==> src/rtl/instr_mem_loader.sv <==
// Boot-time loader: packs a header+payload byte stream into 32-bit instruction memory writes.
// Optional trailing checksum byte enabled by defining CHECKSUM_EN.
module instr_mem_loader #(
  parameter int unsigned MEM_BYTES = 1 << 20,
  parameter int unsigned ADR_W     = 32
) (
  input  logic             i_clk,
  input  logic             i_rst,
  input  logic             i_start,
  input  logic [7:0]       i_byte,
  input  logic             i_byte_valid,
  output logic             o_byte_ready,
  output logic             o_we,
  output logic [ADR_W-1:0] o_wadr,
  output logic [31:0]      o_wdata,
  output logic [3:0]       o_wstrb,
  output logic             o_busy,
  output logic             o_done,
  output logic             o_err,
  output logic             o_cpu_hold
);

  typedef enum logic [2:0] {
    StIdle, StHdrAdr, StHdrLen, StHdrChk, StData, StChk, StDone, StErr
  } state_e;

  localparam logic [ADR_W:0] MemLimit = (ADR_W+1)'(MEM_BYTES);

  state_e           state_q, state_d;
  logic [1:0]       byte_idx_q;
  logic [ADR_W-1:0] addr_q, len_q, rem_q, word_adr_q;
  logic [31:0]      stage_q;
  logic             we_q;
  logic [ADR_W-1:0] wadr_q;
  logic [31:0]      wdata_q;
  logic [3:0]       wstrb_q;
`ifdef CHECKSUM_EN
  logic [7:0]       sum_q;
`endif

  logic             accept, start_ok, last_byte, hdr_bad;
  logic [ADR_W:0]   end_adr;
  logic [31:0]      word_nxt;
  logic [3:0]       lane_mask;

  assign accept    = i_byte_valid && o_byte_ready;
  assign start_ok  = i_start && (state_q == StIdle || state_q == StDone || state_q == StErr);
  assign last_byte = (rem_q == ADR_W'(1));
  // Sum kept one bit wider so a wrapping address cannot mask an overflow.
  assign end_adr   = {1'b0, addr_q} + {1'b0, len_q};
  assign hdr_bad   = (addr_q[1:0] != 2'b00) || (end_adr > MemLimit);
  assign word_nxt  = stage_q | (32'(i_byte) << {byte_idx_q, 3'b000});

  always_comb begin
    lane_mask = 4'b1111;
    unique case (byte_idx_q)
      2'd0: lane_mask = 4'b0001;
      2'd1: lane_mask = 4'b0011;
      2'd2: lane_mask = 4'b0111;
      2'd3: lane_mask = 4'b1111;
      default: lane_mask = 4'b1111;
    endcase
  end

  always_ff @(posedge i_clk) begin
    if (i_rst) state_q <= StIdle;
    else       state_q <= state_d;
  end

  always_comb begin
    state_d = state_q;
    unique case (state_q)
      StIdle, StDone, StErr: if (i_start) state_d = StHdrAdr;
      StHdrAdr: if (accept && byte_idx_q == 2'd3) state_d = StHdrLen;
      StHdrLen: if (accept && byte_idx_q == 2'd3) state_d = StHdrChk;
      StHdrChk: begin
        if (hdr_bad) begin
          state_d = StErr;
        end else if (len_q == '0) begin
`ifdef CHECKSUM_EN
          state_d = StChk;
`else
          state_d = StDone;
`endif
        end else begin
          state_d = StData;
        end
      end
      StData: begin
        if (accept && last_byte) begin
`ifdef CHECKSUM_EN
          state_d = StChk;
`else
          state_d = StDone;
`endif
        end
      end
      StChk: begin
`ifdef CHECKSUM_EN
        if (accept) state_d = (8'(sum_q + i_byte) == 8'h00) ? StDone : StErr;
`else
        state_d = StDone;
`endif
      end
      default: state_d = StIdle;
    endcase
  end

  always_ff @(posedge i_clk) begin
    if (i_rst) begin
      byte_idx_q <= '0;
      addr_q     <= '0;
      len_q      <= '0;
      rem_q      <= '0;
      word_adr_q <= '0;
      stage_q    <= '0;
      we_q       <= 1'b0;
      wadr_q     <= '0;
      wdata_q    <= '0;
      wstrb_q    <= '0;
`ifdef CHECKSUM_EN
      sum_q      <= '0;
`endif
    end else begin
      we_q <= 1'b0;
      if (start_ok) begin
        byte_idx_q <= '0;
        stage_q    <= '0;
`ifdef CHECKSUM_EN
        sum_q      <= '0;
`endif
      end
      unique case (state_q)
        StHdrAdr: if (accept) begin
          addr_q[{byte_idx_q, 3'b000} +: 8] <= i_byte;
          byte_idx_q <= byte_idx_q + 2'd1;
        end
        StHdrLen: if (accept) begin
          len_q[{byte_idx_q, 3'b000} +: 8] <= i_byte;
          byte_idx_q <= byte_idx_q + 2'd1;
        end
        StHdrChk: begin
          word_adr_q <= addr_q;
          rem_q      <= len_q;
        end
        StData: if (accept) begin
          rem_q <= rem_q - ADR_W'(1);
`ifdef CHECKSUM_EN
          sum_q <= sum_q + i_byte;
`endif
          if (byte_idx_q == 2'd3 || last_byte) begin
            we_q       <= 1'b1;
            wadr_q     <= word_adr_q;
            wdata_q    <= word_nxt;
            wstrb_q    <= lane_mask;
            word_adr_q <= word_adr_q + ADR_W'(4);
            stage_q    <= '0;
            byte_idx_q <= '0;
          end else begin
            stage_q    <= word_nxt;
            byte_idx_q <= byte_idx_q + 2'd1;
          end
        end
        default: ;
      endcase
    end
  end

  always_comb begin
    o_byte_ready = 1'b0;
    o_busy       = 1'b0;
    unique case (state_q)
      StHdrAdr, StHdrLen, StData: begin
        o_byte_ready = 1'b1;
        o_busy       = 1'b1;
      end
      StChk: begin
`ifdef CHECKSUM_EN
        o_byte_ready = 1'b1;
`endif
        o_busy       = 1'b1;
      end
      StHdrChk: o_busy = 1'b1;
      default: ;
    endcase
  end

  assign o_we       = we_q;
  assign o_wadr     = wadr_q;
  assign o_wdata    = wdata_q;
  assign o_wstrb    = wstrb_q;
  assign o_done     = (state_q == StDone);
  assign o_err      = (state_q == StErr);
  assign o_cpu_hold = (state_q != StDone);

endmodule
==> config.mk <==
export PLATFORM = sky130hd
export DESIGN_NAME = instr_mem_loader
export DESIGN_NICKNAME = d
export VERILOG_FILES = /design/src/rtl/instr_mem_loader.sv
export SDC_FILE = /design/constraint.sdc
export NUM_CORES = 1
export LEC_CHECK = 0
export CAP_MARGIN = 15
export CORE_AREA = 2 2 204 206
export DETAILED_ROUTE_END_ITERATION = 6
export DIE_AREA = 0 0 206 208
export GPL_TIMING_DRIVEN = 0
export SLEW_MARGIN = 20
export SYNTH_ARGS = -nofsm -noshare
export SYNTH_HDL_FRONTEND = slang
export SYNTH_SLANG_ARGS = --single-unit
==> constraint.sdc <==
create_clock -name i_clk -period 9.4 [get_ports i_clk]
set_input_delay 1.41 -clock i_clk [delete_from_list [all_inputs] [get_ports i_clk]]
set_output_delay 1.41 -clock i_clk [all_outputs]
set_load 0.005 [all_outputs]
==> results.md <==
- Outcome: finished, final reports clean
- GRT Max-Usage Layer: met2
- Worst Tran Pin Value: approximately 1.1 ns
- Area of the multi-input gates: between 6000 and 7000 µm²
- Critical Path RT: 7.99 ns
- Clk Latency, worst-skew pair: about 0.54 ns
- DR DRC count: 0
- Setup violations, final: 0
- Core ar.: about 41,000 µm²
- Die X: between 200 and 250 µm
- Synth area leaders: dfxtp_1, a21oi_1, nor2_1
- Layout area overhead: 18.9%
- Vias in the first global route: about 12,000
- Die area: ~43,000 µm²
- Final period util: approximately 45%
- CTS Buffer Depth: 3
- CP dominant cell by count: clkbuf_1
- Cell taking the most area after synthesis: dfxtp_1
- Setup crit start kind: flop
- Worst-path fanout max: 10
- Yosys top cell area share: just under 40%
- Register Area: ~4700 µm²
- WP data arrival: around 2.9 ns
- Min Hold Slack: between 0.4 and 0.5 ns
- Drt total wl: around 46,000 µm
- Final hold viol count: 0
- DP Worst Slack: 5.06 ns
- Port-buffer cells: 85
- Cell family with most CP delay: buffers and inverters
- Crit-path cells: clkbuf_1 > clkbuf_1 > nand2_1 > clkbuf_1 > o21ai_0 > clkdlybuf4s50_1
- Synth async-reset ratio: 0%
- Die Ht: 208 µm
- Post-CTS Setup Bufs: 0
- GRT Overall Usage: a little over a fifth
- Root Driver: clkbuf_16
- CTS tree: done
- Ys flop type: dfxtp_1
- Sequential area share after synthesis: 38.7%
- Number of I/O pins: between 80 and 90
- Nets: between 1,500 and 2,000
- Worst path bufs/invs: 4
- Worst Setup End Kind: output pin
- Met3 usage: ~4.4%
- Slew margin rel.: between 20% and 30%
- Cell with the most instances after synthesis: nor2_1
- EDFF count, synth: 0
- ANT cells: 0
- Max IR drop VDD: approximately 0.12 mV
- M1 GR Usage: between 20% and 30%
- Inserted Clock Buffers: 25
- 1st-pass router iterations: 6
- RSZ-0062 raised after global routing: no
- Minimum clock period: approximately 4.3 ns
- Cell leakage power: a little under 5 nW
- Number of fill cells: between 4,000 and 5,000
- Hold WC Path Type: flop to flop
- Power Total: approximately 2.4 mW
- Drt wl/cell: 20.3 µm
- Post-synthesis cell count: around 1,600
- Synth Area per Inst: approximately 7.5 µm²
- GRT met2 Usage: approximately a third
- Total number of vias: around 13,000
- WS Path Type: flop to output pin
- Number of DRC markers in iteration 0: approximately 1,400
- Vias/cell: roughly 5.6
- Layout cells sized above 1: under 10%
- Pwr dens: 165 nW/µm²
- GRT overflow: 0
- Setup ws final: ~5 ns
- Post-synth top cells: nor2_1, dfxtp_1, a21oi_1
- Critical Path Max Stage Delay: approximately 0.59 ns
- Finished Layout Cells: 2,276
- Routed Antenna Nets: 0
- Routability cong.: just under 1
- # rows: 74
- Max Fclk: about 0.23 GHz
- Clock skew: between 0.015 and 0.02 ns
- Starting Density: approximately 30%
- Final Slew Violations: 0
- Hpwl dp: 34,800 µm
- Crit-path slowest cell: clkdlybuf4s50_1
- Setup_tns: 0 ns
- Cts repair resizes: 0
- Synth Register Bits: 234
- # clock sinks: between 200 and 250
- Htree depth: 1
- First-pass GRT wire length: around 70,000 µm
- Library cells used by synthesis: 74
- Hold-fix buffers, CTS: 0
- Ys Warns: 0
- Max-cap violations: 0
- Largest net degree at the start of global routing: 14
- Syn Nets: approximately 1,700
- Initial antenna violation count: 0
- Reg clk slew, reported paths: 0.06 ns
- Mapped Area: between 10,000 and 15,000 µm²
- Placed insts: around 2,200
## per-stage QoR
stage	instance area [µm²]	util, %
3_3_place_gp	13600	33.6
6_report	14400	35.5
3_5_place_dp	13600	33.6
5_1_grt	14400	35.5
4_1_cts	14400	35.5
2_1_floorplan	12100	-
## routing by layer
layer / vias to the layer above / routed length, µm
met5: - / 0
met4: 0 / 1630
met1: 6081 / 20500
met2: 555 / 20200
met3: 110 / 3970
li1: 6066 / -
## path summary, 6_finish.rpt
path	startpoint	to	slack, ns	cells past startpoint
min reg2reg	o_wadr[19]	o_wadr[19]	0.45	2
min	o_wadr[19]	o_wadr[19]	0.45	2
max reg2reg	addr_q[0]	state_q[0]	5.26	11
max	state_q[2]	o_byte_ready	5.14	6
## worst register-to-register path: stages, from the launching register on
cell and delay, ns:
dfxtp_1 0.43, ha_1 0.28, fa_1 0.40, a21o_2 0.24
a221o_1 0.35, a211o_1 0.28, a211o_1 0.26, or4_1 0.42
a2111oi_2 0.36, a41oi_1 0.22, nor4_2 0.60, o311ai_1 0.15
## cell type report
type / instances / share of cell area, %
Clock inverter: 8 / 0.504
Clock buffer: 33 / 4.90
Tap cell: 532 / 4.62
Sequential cell: 234 / 32.5
Timing Repair Buffer: 85 / 5.90
Buffer: 116 / 3.28
Multi-Input combinational cell: 1242 / 47.6
Inverter: 26 / 0.677
## report_power, final
| part | leakage (nW) | internal, mW | total [mW] | switching, mW |
|---|---|---|---|---|
| clock | 0.390 | 0.552 | 0.970 | 0.418 |
| combinational | 2.67 | 0.110 | 0.375 | 0.265 |
| sequential | 1.88 | 1.01 | 1.04 | 0.0282 |
## cells in the final DEF (no fill, tap or decap), types with 4 or more instances in the layout
cell type and n:
clkbuf_8 7, nor2b_1 10, o21bai_1 4, a32oi_1 16
a2111oi_0 6, nor2_1 255, a31oi_1 13, inv_1 24
nand2b_1 6, clkdlybuf4s50_1 85, buf_1 6, nor4_1 14
o21ai_0 80, and3_1 18, a211oi_1 43, clkinv_2 5
a211o_1 4, a221oi_1 5, xnor2_1 13, o211ai_1 7
a22oi_1 45, ha_1 41, nor3_1 116, a21o_1 5
o22ai_1 13, or3_1 11, nand2_1 181, a311oi_1 11
and2_1 8, dfxtp_1 234, clkbuf_1 106, nand4_1 15
clkbuf_16 25, a21oi_1 195, nand3_1 37, xor2_1 7
## state kept, by name, summed over array words and instances, names as in the netlist
register	flops
o_wdata	32
state_q	3
stage_q	32
addr_q	32
byte_idx_q	2
rem_q	32
word_adr_q	32
len_q	32
o_wadr	32
o_we	1
o_wstrb	4
## kinds of logic after synthesis
logic type,after synthesis,synth area share [%]
flip-flops,234,38.7
AO/OA/AOI/OAI,481,24.6
AND/OR/NAND/NOR,695,25.8
adder cells (fa/ha/maj),42,4.40
multiplexers,4,0.351
XOR/XNOR,20,1.45
buffers and inverters,142,4.71
(Power assumes the default switching activity.)
